--- config.mk ---
export PLATFORM = sky130hd
export DESIGN_NAME = compuertas
export DESIGN_NICKNAME = d
export VERILOG_FILES = /design/src/rtl/compuertas_pkg.sv /design/src/rtl/compuertas_sync.sv /design/src/rtl/compuertas.sv
export SDC_FILE = /design/constraint.sdc
export NUM_CORES = 1
export LEC_CHECK = 0
export BUFFER_PORTS_ARGS = -buffer_cell sky130_fd_sc_hd__buf_2
export CAP_MARGIN = 20
export CORE_AREA = 2 2 39 41
export CTS_BUF_LIST = sky130_fd_sc_hd__clkbuf_16
export DETAILED_ROUTE_END_ITERATION = 12
export DIE_AREA = 0 0 41 43
export GPL_TIMING_DRIVEN = 0
export PLACE_DENSITY = 0.41
export SLEW_MARGIN = 20
export SYNTH_ARGS = -nofsm -noshare
export SYNTH_HDL_FRONTEND = slang
export SYNTH_SLANG_ARGS = --single-unit
export TNS_END_PERCENT = 30
--- constraint.sdc ---
create_clock -name clk -period 1 [get_ports clk]
set_clock_uncertainty 0.1 [all_clocks]
set_input_delay 0.1 -clock clk [delete_from_list [all_inputs] [get_ports clk]]
set_output_delay 0.1 -clock clk [all_outputs]
set_load 0.01 [all_outputs]
--- src/rtl/compuertas_pkg.sv ---
// Shared constants for the compuertas gate block: default build parameters
// and the reference S1/S2 truth tables indexed by {A,B,C}.
package compuertas_pkg;

  localparam int unsigned SYNC_STAGES_DEF = 2;
  localparam bit          REG_OUT_DEF     = 1'b1;

  // Bit i of each table is the result for input combination i = {A,B,C}.
  localparam logic [7:0] S1_TT = 8'b1110_1010;
  localparam logic [7:0] S2_TT = 8'b1001_0110;

  typedef struct packed {
    logic s1;
    logic s2;
  } gates_t;

  function automatic gates_t tt_lookup(input logic [2:0] abc);
    gates_t r;
    r.s1 = S1_TT[abc];
    r.s2 = S2_TT[abc];
    return r;
  endfunction

endpackage

--- src/rtl/compuertas_sync.sv ---
// Single-bit synchronizer: STAGES flops in series, cleared by synchronous reset.
module sync_bit #(
  parameter int unsigned STAGES = 2
) (
  input  logic clk,
  input  logic rst_n,
  input  logic d,
  output logic q
);

  logic [STAGES-1:0] chain;

  always_ff @(posedge clk) begin
    if (!rst_n) begin
      chain <= '0;
    end else begin
      chain[0] <= d;
      for (int unsigned i = 1; i < STAGES; i++) begin
        chain[i] <= chain[i-1];
      end
    end
  end

  assign q = chain[STAGES-1];

endmodule

--- src/rtl/compuertas.sv ---
// Synchronized AND-OR / XOR gate block; inputs are resynchronized before any
// logic and results are optionally registered.
module compuertas
  import compuertas_pkg::*;
#(
  parameter int unsigned SYNC_STAGES = SYNC_STAGES_DEF,
  parameter bit          REG_OUT     = REG_OUT_DEF
) (
  input  logic clk,
  input  logic rst_n,
  input  logic A,
  input  logic B,
  input  logic C,
  output logic S1,
  output logic S2
);

  logic as, bs, cs;
  gates_t comb_res;

  sync_bit #(.STAGES(SYNC_STAGES)) u_sync_a (.clk(clk), .rst_n(rst_n), .d(A), .q(as));
  sync_bit #(.STAGES(SYNC_STAGES)) u_sync_b (.clk(clk), .rst_n(rst_n), .d(B), .q(bs));
  sync_bit #(.STAGES(SYNC_STAGES)) u_sync_c (.clk(clk), .rst_n(rst_n), .d(C), .q(cs));

  always_comb begin
    comb_res    = '0;
    comb_res.s1 = (as & bs) | cs;
    comb_res.s2 = as ^ bs ^ cs;
  end

  generate
    if (REG_OUT) begin : g_reg
      gates_t out_q;
      always_ff @(posedge clk) begin
        if (!rst_n) begin
          out_q <= '0;
        end else begin
          out_q <= comb_res;
        end
      end
      assign S1 = out_q.s1;
      assign S2 = out_q.s2;
    end else begin : g_comb
      // Still flop-driven only: the synchronizer outputs feed the gates.
      assign S1 = comb_res.s1;
      assign S2 = comb_res.s2;
    end
  endgenerate

endmodule

* Word level (Yosys, flattened, before mapping)
Index checks and enable logic that the tools add are counted.
** Word-level totals
- Register bits :: 8
- Input port bits :: 5
- Output and inout port bits :: 2
** Cells by class
- Bitwise operators :: 4
** Operator list (count)
- $xor A1 B1 Y1 :: 2
- $and A1 B1 Y1 :: 1
- $or A1 B1 Y1 :: 1

* Depth between registers and ports, before layout
- Depth after elaboration :: 2
- Gate-level depth with buffers :: 3
- Mapped depth without buffers :: 3

* Cells and area by module
A second synthesis with hierarchy kept.
** Unflattened totals
- Cell total of the unflattened synthesis :: 18
- Area, all modules :: 232.7 um^2
** By module, submodules not included
- sync_bit :: area each 52.6 um^2, sequential area each 40.0 um^2, cells each 4, times used 3
- compuertas :: area each 75.1 um^2, sequential area each 40.0 um^2, cells each 6, times used 1

* Worst setup path before layout
No wires, ideal clock.
- Path kind :: register -> register
- Start point :: register u_sync_a.chain[1]
- End point :: register g_reg.out_q (netlist bit S2)
- Path buffers :: 0
- Data required time :: 785 ps
- Data arrival time :: 835 ps
- Path slack :: -50 ps
- Setup time :: 115 ps
- Stages on the path, launching flop included :: 4
- Cell sequence :: dfxtp_1 > ha_1 > xor2_1 > and2_1
** Between the ends
- Word-level cells in the longest chain between the ends :: 2
** RTL lines
- from (decl) :: line compuertas_sync.sv:11 : logic [STAGES-1:0] chain;
- from (signal, indexed assignment) :: line compuertas_sync.sv:19 : chain[i] <= chain[i-1];
- $xor A1 B1 Y1 (2 in series) :: line compuertas.sv:28 : comb_res.s2 = as ^ bs ^ cs;
- to (signal assigned) :: line compuertas.sv:38 : out_q <= comb_res;
- to (decl) :: line compuertas.sv:33 : gates_t out_q;
No other way between the ends.
A chain may end at the register's enable or synchronous reset.

* Final worst setup path
Same ends and word-level chain as after synthesis.

==> flow_summary.yaml <==
timing:
  period_minus_slack_ns: 1.035
  fin_ws_ns: -0.03470
  tns_ns: -0.03470
  holdWs_ns: 0.06226
  rsz0062_at_grt: "yes"
  slew_viol_final: 0
  setup_violations: 1
  relSlewSlack_pct: 92.50
  hold_viol: 0
  timing.fmax_mhz: 966.5
  period_share_pct: 103.5
  worst_slew_pin_slew_ns: 0.1122
global_route:
  grt_overflow_total: 0
  grt_pass1_wl_um: 572
  antenna_found_initial: 0
  grt_max_degree: 9
  grt_pass1_vias: 151
  grt_usage_pct: 6.137
worst_setup_path:
  worstPathRequired_ns: 1.02
  worst-path-buf-inv: 0
  r2r_setup_slack_ns: -0.03
  worstPathCellList: "ha_4 > xor2_1 > and2_1"
  r2r_start: "u_sync_a.chain[1]"
  cp-start-kind: "flip-flop"
  reg2reg_depth: 3
  crit_family: "flip-flops"
  critical_path_class: "flip-flop to flip-flop"
  crit_slowest_cell: "dfxtp_2"
  crit_fanout: 1
  crit_arrival_ns: 1.06
  r2r_end: "S2"
  endpoint_kind: "flip-flop"
  crit_path_max_incr_delay_ns: 0.32
pwr:
  finalPower_uw: 1051
  clkPwrFrac_pct: 63.4
  power_frac_comb_pct: 4.0
  swShare_pct: 16.25
  leakagePower_uw: 0.0001799
  power_density_nw_per_um2: 2608
  p_seq_share_pct: 32.6
  p_int_uw: 880.0
  ir_drop_mv: 0.9654
  switchingPower_uw: 170.8
cts:
  cts_buffers: 3
  cts_setup_buffers: 0
  cts_buffer_depth: 2
  cts.sinks: 8
  cts_root_buf: "clkbuf_16"
  cts.clk_slew.worst_paths_ns: 0.04
  tritoncts: "done"
  htree_levels: 1
  clk_latency_ns: 0.23
final_layout:
  syn2layout_area_growth_pct: 73.12
  fill_cells: 141
  regArea_um2: 162.7
  mostFrequentLayoutCells: "7 x and2_1, 6 x dfxtp_1, 6 x buf_2"
  multiInputGateArea_um2: 85.08
  drive_above_1_share_pct: 40.00
  antennaDiodeCount: 0
  layout_commonest_cell: "and2_1"
  nNetsFinal: 38
  final_cell_count_no_fill: 46
route:
  ant_nets: 0
  routed_via_density: 3.435
  vias: 158
  drc: 0
  postRouteWirelength_um: 370
  wl_per_cell_um: 8.043
  dr.pass1.iters: 1
  drtIter0Drc: 0
logic_synthesis:
  synth_area_leader_cell: "dfxtp_1"
  syn_area_um2: 232.7
  synth_nets: 24
  yosysSeqAreaShare_pct: 68.82
  synth.distinct_cells: 5
  yosys_warnings: 0
  syn_area_per_cell_um2: 12.93
  synth.area.top_cells: "dfxtp_1 69%, and2_1 19%, ha_1 5.4%"
  syn_inst: 18
  yosys_register_bits: 8
  synthDominantCellAreaShare_pct: 68.82
run_status:
  violations: "setup timing"
  status: "finished with violations"
floorplan:
  die_w_um: 41
  start_util_pct: 16.82
  fp-row-count: 14
  core_region_area_um2: 1384
  die_h_um: 43
  pin_count: 7
  dieArea_um2: 1763
placement:
  gp_congestion: 0.5369
  portBuffers: 6
  dpl.cell_count: 40
min_path:
  whs_path_depth: 2
  hold_class: "input port to flip-flop"
  hold_path_startpoint: "rst_n"
  hold_end: "u_sync_b.chain[1]"
job:
  cap_violations: 0
[synthesized netlist by cell type (all sizes together)]
cell type	count
o21a	1
and2	7
ha	1
dfxtp	8
xor2	1
[layer usage]
| layer | global-route usage [%] | share of wire [%] | wire length (um) | vias up |
|---|---|---|---|---|
| met4 | 4.000 | 3.0 | 11 | 0 |
| met2 | 7.500 | 43 | 160 | 9 |
| li1 | - | - | - | 81 |
| met3 | 9.424 | 15 | 55 | 2 |
| met1 | 4.207 | 39 | 143 | 66 |
| met5 | 0 | 0 | 0 | - |
[kinds of logic (layout without fill, tap and decap cells)]
family	count (synthesis)	count (layout)	synth area share [%]
flops	8	8	68.82
fa+ha+maj	1	1	5.375
compound gates	1	1	3.227
buf+inv	0	12	0
simple gates	7	7	18.82
xor+xnor	1	1	3.764
[state kept, by name, summed over array words and instances, names as in the netlist]
name            cells
u_sync_a.chain      2
S1                  1
u_sync_b.chain      2
u_sync_c.chain      2
S2                  1
[worst max-delay path by stage]
stage / start / slack [ns] / cells past startpoint / endpoint
after detailed placement: u_sync_a.chain[1] / -0.08 / 3 / S2
final: u_sync_a.chain[1] / -0.03 / 3 / S2
after CTS: u_sync_b.chain[1] / -0.07 / 3 / S2
after global placement: u_sync_a.chain[1] / -0.06 / 3 / S2
after global routing: u_sync_a.chain[1] / -0.07 / 3 / S2
after floorplan: u_sync_a.chain[1] / -0.05 / 3 / S2
[stage by stage]
stage / setup WS [ns] / util [%] / cell area (um^2)
detailed placement: -0.08481 / 20.43 / 282.8
global placement: -0.06018 / 20.43 / 282.8
floorplan: -0.04997 / - / 232.7
global route: -0.07042 / 29.11 / 402.9
CTS: -0.07040 / 28.03 / 387.9
finish: -0.03470 / 29.11 / 402.9
[power by group through the flow]
stage | Combinational (uW) | Clock (uW) | Sequential, uW
after detailed placement | 32.3 | 0 | 345
after floorplan | 14.1 | 0 | 347
after global placement | 30.7 | 0 | 345
after CTS | 41.4 | 674 | 341
after global routing | 47.8 | 706 | 344
final | 42.2 | 666 | 343
[what timing repair did]
item,4_1_cts,5_1_grt
gates resized for setup,0,3
hold endpoints to repair,3,0
pin swaps,2,2
gates cloned,0,0
setup endpoints to repair,1,1
hold buffers,3,0
[cell type report]
| cell class | count | share of cell area (%) |
|---|---|---|
| Multi-Input combinational cell | 10 | 21.12 |
| Sequential cell | 8 | 40.37 |
| Timing Repair Buffer | 9 | 14.91 |
| Clock buffer | 3 | 18.63 |
| Tap cell | 16 | 4.969 |
Note: power is estimated with default switching activity, not from simulation.
